## src/rtl/bitcoin_pwr_seq.sv

```systemverilog
// bitcoin_pwr_seq: orders clock-stop, isolation, retention and switch steps for bit_coin.
// Define BITCOIN_PWR_STATS_EN to add the sleep_cycles/sleep_count counters.
module bitcoin_pwr_seq #(
  parameter int NUM_DOM = 4,
  parameter int ISO_DLY = 4,
  parameter int RET_DLY = 8,
  parameter int ACK_TMO = 256
) (
  input  logic               hclk,
  input  logic               reset,
  input  logic               sleep_req,
  input  logic               wake_req,
  input  logic [NUM_DOM-1:0] dom_mask,
  input  logic [NUM_DOM-1:0] power_ack_signals,
  output logic [NUM_DOM-1:0] sleep_signals,
  output logic [NUM_DOM-1:0] isolation_signals,
  output logic [NUM_DOM-1:0] retention_signals,
  output logic               lp_enable,
  output logic               busy,
  output logic               pwr_err,
`ifdef BITCOIN_PWR_STATS_EN
  output logic [31:0]        sleep_cycles,
  output logic [15:0]        sleep_count,
`endif
  output logic [3:0]         cur_state
);

  typedef enum logic [3:0] {
    ST_ACTIVE   = 4'd0,
    ST_CLK_STOP = 4'd1,
    ST_ISO_ON   = 4'd2,
    ST_SAVE     = 4'd3,
    ST_PWR_OFF  = 4'd4,
    ST_SLEEP    = 4'd5,
    ST_PWR_ON   = 4'd6,
    ST_RESTORE  = 4'd7,
    ST_ISO_OFF  = 4'd8,
    ST_CLK_RUN  = 4'd9,
    ST_ERROR    = 4'd15
  } state_t;

  localparam int MAX1 = (ISO_DLY > RET_DLY) ? ISO_DLY : RET_DLY;
  localparam int MAXV = (MAX1 > ACK_TMO) ? MAX1 : ACK_TMO;
  localparam int CW   = $clog2(MAXV);

  state_t             state_q, state_d;
  logic [NUM_DOM-1:0] mask_q, mask_d;
  logic [NUM_DOM-1:0] ack_q;
  logic [CW-1:0]      cnt_q, cnt_d;
  logic [NUM_DOM-1:0] slp_q, slp_d;
  logic [NUM_DOM-1:0] iso_q, iso_d;
  logic [NUM_DOM-1:0] ret_q, ret_d;
  logic               lp_q, lp_d;
  logic               err_q;
  logic               cnt_zero, ack_all, ack_none;

  // Counter holds the remaining cycles of the current state, minus one.
  function automatic logic [CW-1:0] hold_of(state_t s);
    case (s)
      ST_ISO_ON, ST_ISO_OFF: hold_of = CW'(ISO_DLY - 1);
      ST_SAVE, ST_RESTORE:   hold_of = CW'(RET_DLY - 1);
      ST_PWR_OFF, ST_PWR_ON: hold_of = CW'(ACK_TMO - 1);
      default:               hold_of = '0;
    endcase
  endfunction

  assign cnt_zero = (cnt_q == '0);
  assign ack_all  = ((ack_q & mask_q) == mask_q);
  assign ack_none = ((ack_q & mask_q) == '0);

  always_comb begin
    state_d = state_q;
    mask_d  = mask_q;
    cnt_d   = cnt_zero ? cnt_q : cnt_q - 1'b1;
    unique case (state_q)
      ST_ACTIVE: begin
        if (sleep_req && !wake_req && (|dom_mask)) begin
          state_d = ST_CLK_STOP;
          mask_d  = dom_mask;
        end
      end
      ST_CLK_STOP: if (cnt_zero) state_d = ST_ISO_ON;
      ST_ISO_ON:   if (cnt_zero) state_d = ST_SAVE;
      ST_SAVE:     if (cnt_zero) state_d = ST_PWR_OFF;
      ST_PWR_OFF: begin
        if (ack_all)       state_d = ST_SLEEP;
        else if (cnt_zero) state_d = ST_ERROR;
      end
      ST_SLEEP:    if (wake_req) state_d = ST_PWR_ON;
      ST_PWR_ON: begin
        if (ack_none)      state_d = ST_RESTORE;
        else if (cnt_zero) state_d = ST_ERROR;
      end
      ST_RESTORE:  if (cnt_zero) state_d = ST_ISO_OFF;
      ST_ISO_OFF:  if (cnt_zero) state_d = ST_CLK_RUN;
      ST_CLK_RUN: begin
        state_d = ST_ACTIVE;
        mask_d  = '0;
      end
      ST_ERROR:    state_d = ST_ERROR;
      default:     state_d = ST_ACTIVE;
    endcase
    if (state_d != state_q) cnt_d = hold_of(state_d);
  end

  // Outputs are registered from the next state; ERROR keeps what it entered with.
  always_comb begin
    slp_d = '0;
    iso_d = '0;
    ret_d = '0;
    lp_d  = 1'b0;
    unique case (state_d)
      ST_ACTIVE, ST_CLK_RUN: lp_d = 1'b1;
      ST_ISO_ON, ST_RESTORE: iso_d = mask_d;
      ST_SAVE, ST_PWR_ON: begin
        iso_d = mask_d;
        ret_d = mask_d;
      end
      ST_PWR_OFF, ST_SLEEP: begin
        iso_d = mask_d;
        ret_d = mask_d;
        slp_d = mask_d;
      end
      ST_ERROR: begin
        slp_d = slp_q;
        iso_d = iso_q;
        ret_d = ret_q;
      end
      default: ;
    endcase
  end

  always_ff @(posedge hclk) begin
    if (reset) begin
      state_q <= ST_ACTIVE;
      mask_q  <= '0;
      ack_q   <= '0;
      cnt_q   <= '0;
      slp_q   <= '0;
      iso_q   <= '0;
      ret_q   <= '0;
      lp_q    <= 1'b1;
      err_q   <= 1'b0;
    end else begin
      state_q <= state_d;
      mask_q  <= mask_d;
      ack_q   <= power_ack_signals;
      cnt_q   <= cnt_d;
      slp_q   <= slp_d;
      iso_q   <= iso_d;
      ret_q   <= ret_d;
      lp_q    <= lp_d;
      err_q   <= err_q | (state_d == ST_ERROR);
    end
  end

`ifdef BITCOIN_PWR_STATS_EN
  logic [31:0] scyc_q;
  logic [15:0] scnt_q;

  always_ff @(posedge hclk) begin
    if (reset) begin
      scyc_q <= '0;
      scnt_q <= '0;
    end else begin
      if (state_q == ST_SLEEP && !(&scyc_q)) scyc_q <= scyc_q + 1'b1;
      if (state_d == ST_SLEEP && state_q != ST_SLEEP && !(&scnt_q))
        scnt_q <= scnt_q + 1'b1;
    end
  end

  assign sleep_cycles = scyc_q;
  assign sleep_count  = scnt_q;
`endif

  assign sleep_signals     = slp_q;
  assign isolation_signals = iso_q;
  assign retention_signals = ret_q;
  assign lp_enable         = lp_q;
  assign pwr_err           = err_q;
  assign busy              = !(state_q == ST_ACTIVE || state_q == ST_SLEEP);
  assign cur_state         = state_q;

endmodule

```

## config.mk

```make
export PLATFORM = sky130hd
export DESIGN_NAME = bitcoin_pwr_seq
export DESIGN_NICKNAME = d
export VERILOG_FILES = /design/src/rtl/bitcoin_pwr_seq.sv
export SDC_FILE = /design/constraint.sdc
export NUM_CORES = 1
export LEC_CHECK = 0
export BUFFER_PORTS_ARGS = -buffer_cell sky130_fd_sc_hd__clkbuf_2
export CAP_MARGIN = 0
export CORE_MARGIN = 2
export CORE_UTILIZATION = 25
export CTS_CLUSTER_DIAMETER = 120
export DETAILED_ROUTE_END_ITERATION = 7
export PLACE_DENSITY_LB_ADDON = 0.05
export SLEW_MARGIN = 20
export SYNTH_ARGS = -nofsm -noshare
export SYNTH_HDL_FRONTEND = slang
export SYNTH_SLANG_ARGS = --single-unit
export TNS_END_PERCENT = 20
```

## constraint.sdc

```tcl
create_clock -name hclk -period 4 [get_ports hclk]
set_input_delay 0.4 -clock hclk [delete_from_list [all_inputs] [get_ports hclk]]
set_output_delay 0.4 -clock hclk [all_outputs]
set_load 0.005 [all_outputs]
```

==> impl_metrics.ini <==
[timing]
tns_ns = 0
fmax_ghz = 0.3162
period_minus_slack_ns = 3.162
skew_ns = 0.009154
final-hold-violation-count = 0
maxSlewViolCount = 0
final-setup-viol-count = 0
slew_headroom = 0.5068
postLayoutSetupSlackWorst_ns = 0.8377
layout_worst_path_cycle_share = 0.7906
worstMarginPinSlew_ns = 0.7295
rsz0062_at_grt = no

[synth]
synth.most_common_cell = dfxtp_1
synthCells = 214
synth_top_family_by_area = simple AND/OR/NAND/NOR gates
synthSimpleGateAreaFrac = 0.2845
synth_compound_area_frac = 0.2009
synthAdderAreaFrac = 0.006631
syn_nets = 227
ys.flop_type = dfxtp_1
yosysUniqueCellTypes = 59
async_reset_ff_frac = 0
synth.top_cell.area_share = 0.3607
synth-edff-count = 0
syn_avg_cell_area_um2 = 8.817
yosys_warnings = 0
yosysSeqAreaShare = 0.3607
syn_area_um2 = 1887
yosys-mux-area-fraction = 0.04377
ys_ff_latch = 34
synth_commonest_cells = dfxtp_1 (34), nor2_1 (26), nand2_1 (13), nor2b_1 (12), nor3_1 (11)
yosys.area.top_type = dfxtp_1
synth_xor_area_frac = 0.04178
synthTopCellsByArea = dfxtp_1 (36%), nor2_1 (5.2%), nor2b_1 (4.0%)

[cts]
cts_tree = done
cts_resized = 0
cts_buffer_depth = 2
h-tree-depth = 2
cts_buffers = 5
clk_pin_slew_worst_paths_ns = 0.08
clockRootBuffer = clkbuf_8
cts_hold_buf = 0
cts_setup_buffers = 0
cts.sinks = 34
clk_latency_ns = 0.29

[power]
ir_drop_uv = 176.3
power.share.clock = 0.203
p_per_area_nw_per_um2 = 620.7
netSwitchingPower_w = 0.0005554
leakagePower_nw = 0.8913
seqPwrFrac = 0.329
power_w = 0.001347
combPwrFrac = 0.468
swShare = 0.4124
p_int_w = 0.0007913

[detailed_routing]
drtAntennaViolNets = 0
viasPerCell = 4.751
routed_wirelength_um = 5134
drt-wirelength-per-cell_um = 15.06
drtPass1Iterations = 4
drtIter0Drc = 43
drc = 0
vias = 1620

[global_route]
grt_overflow_total = 0
grt_max_degree = 30
antenna_found_initial = 0
grt_usage = 0.1334
grt_pass1_vias = 1627
grt_pass1_wl_um = 8576

[floorplanning]
coreArea_um2 = 7292
start_util = 0.2588
die-width_um = 90.88
die_height_um = 90.88
rows = 31
fp.dieArea_um2 = 8258
io_pins = 31

[status]
status = finished clean

[flow_run]
maxCapViolations = 0

[setup_path]
crit_type = register to register
end_kind = register
cp.arrival_ns = 3.40
required_ns = 4.24
crit_path_start_kind = register
path_max_fanout = 8

[min_path]
hold_class = primary input to register

[cells_and_area]
synthToLayoutAreaGrowth_pct = 14.99
nNetsFinal = 254
num_antenna_cells = 0
drive_gt1_frac = 0.2190

[placed_design]
dp_slack_ns = 0.8040
post-dp-hpwl_um = 3732
io_buffers = 30
gp_congestion = 0.7879
through the flow:
step                hold WS (ns)  std cells  cell area [um2]  utilization
global placement          0.4655        333             2074       0.2845
finish                    0.3232        341             2170       0.2975
CTS                       0.3206        341             2170       0.2975
floorplan                 0.4650        214             1887            -
global route              0.3254        341             2170       0.2975
detailed placement        0.4642        333             2074       0.2845
kinds of logic (layout without fill, tap and decap cells):
family / after synthesis / after routing
AND/OR/NAND/NOR: 98 / 98
multiplexers: 8 / 8
adder cells (fa/ha/maj): 1 / 1
XOR/XNOR: 9 / 9
AO/OA/AOI/OAI: 48 / 48
flip-flops: 34 / 34
buffers and inverters: 16 / 44
per-layer routing:
| layer | vias to the layer above | routed length [um] | global-route usage |
|---|---|---|---|
| met5 | - | 0 | 0 |
| met1 | 756 | 2681 | 0.1811 |
| li1 | 830 | - | - |
| met4 | 0 | 71 | 0.04545 |
| met2 | 29 | 2194 | 0.2058 |
| met3 | 5 | 186 | 0.03339 |
worst max-delay path: stages (launching register included):
cell and delay (ns):
dfxtp_1 0.31, inv_1 0.10, ha_1 0.25, nor4b_1 0.63, nand2_1 0.39, o41ai_1 0.47, a221oi_1 0.26, nor3_1 0.46
a22o_1 0.23
power groups by stage:
stage	Sequential, W	Combinational (W)	Clock (W)
2_1_floorplan	0.000431	0.000530	0
3_3_place_gp	0.000454	0.000648	0
3_5_place_dp	0.000450	0.000631	0
4_1_cts	0.000443	0.000637	0.000287
5_1_grt	0.000452	0.000708	0.000296
6_report	0.000443	0.000630	0.000274
placed cells by master (no fill, tap or decap), types with 4 or more instances in the layout:
master    count
nor2b_1      12
clkbuf_2     30
clkbuf_8      6
nand3_1       6
a211oi_1      4
nand2_1      13
mux2i_1       6
nor2_1       26
a22o_1        4
xnor2_1       7
inv_1         4
a22oi_1       5
a21oi_1       9
dfxtp_1      34
and2b_1       5
nor3_1       11
worst paths after layout:
check / from / to / slack, ns / cells past startpoint
setup / recovery: cnt_q[0] / retention_signals[0] / 0.84 / 8
hold / removal: power_ack_signals[2] / ack_q[2] / 0.32 / 2
setup reg to reg: cnt_q[0] / retention_signals[0] / 0.84 / 8
hold reg to reg: retention_signals[1] / retention_signals[1] / 0.48 / 1
cell type report:
class                           count  area, um2
Clock buffer                        6      82.58
Clock inverter                      2      12.51
Sequential cell                    34      680.7
Multi-Input combinational cell    164       1090
Inverter                            4      15.01
Tap cell                           99      123.9
Timing Repair Buffer               32      165.2
Fill cell                         821       5122
sequential cells by signal, indices dropped and copies added, names as in the netlist:
register and count:
cnt_q 8, ack_q 4, cur_state 4, isolation_signals 4
mask_q 4, retention_signals 4, sleep_signals 4, lp_enable 1
pwr_err 1
Note: power is estimated with default switching activity, not from simulation.
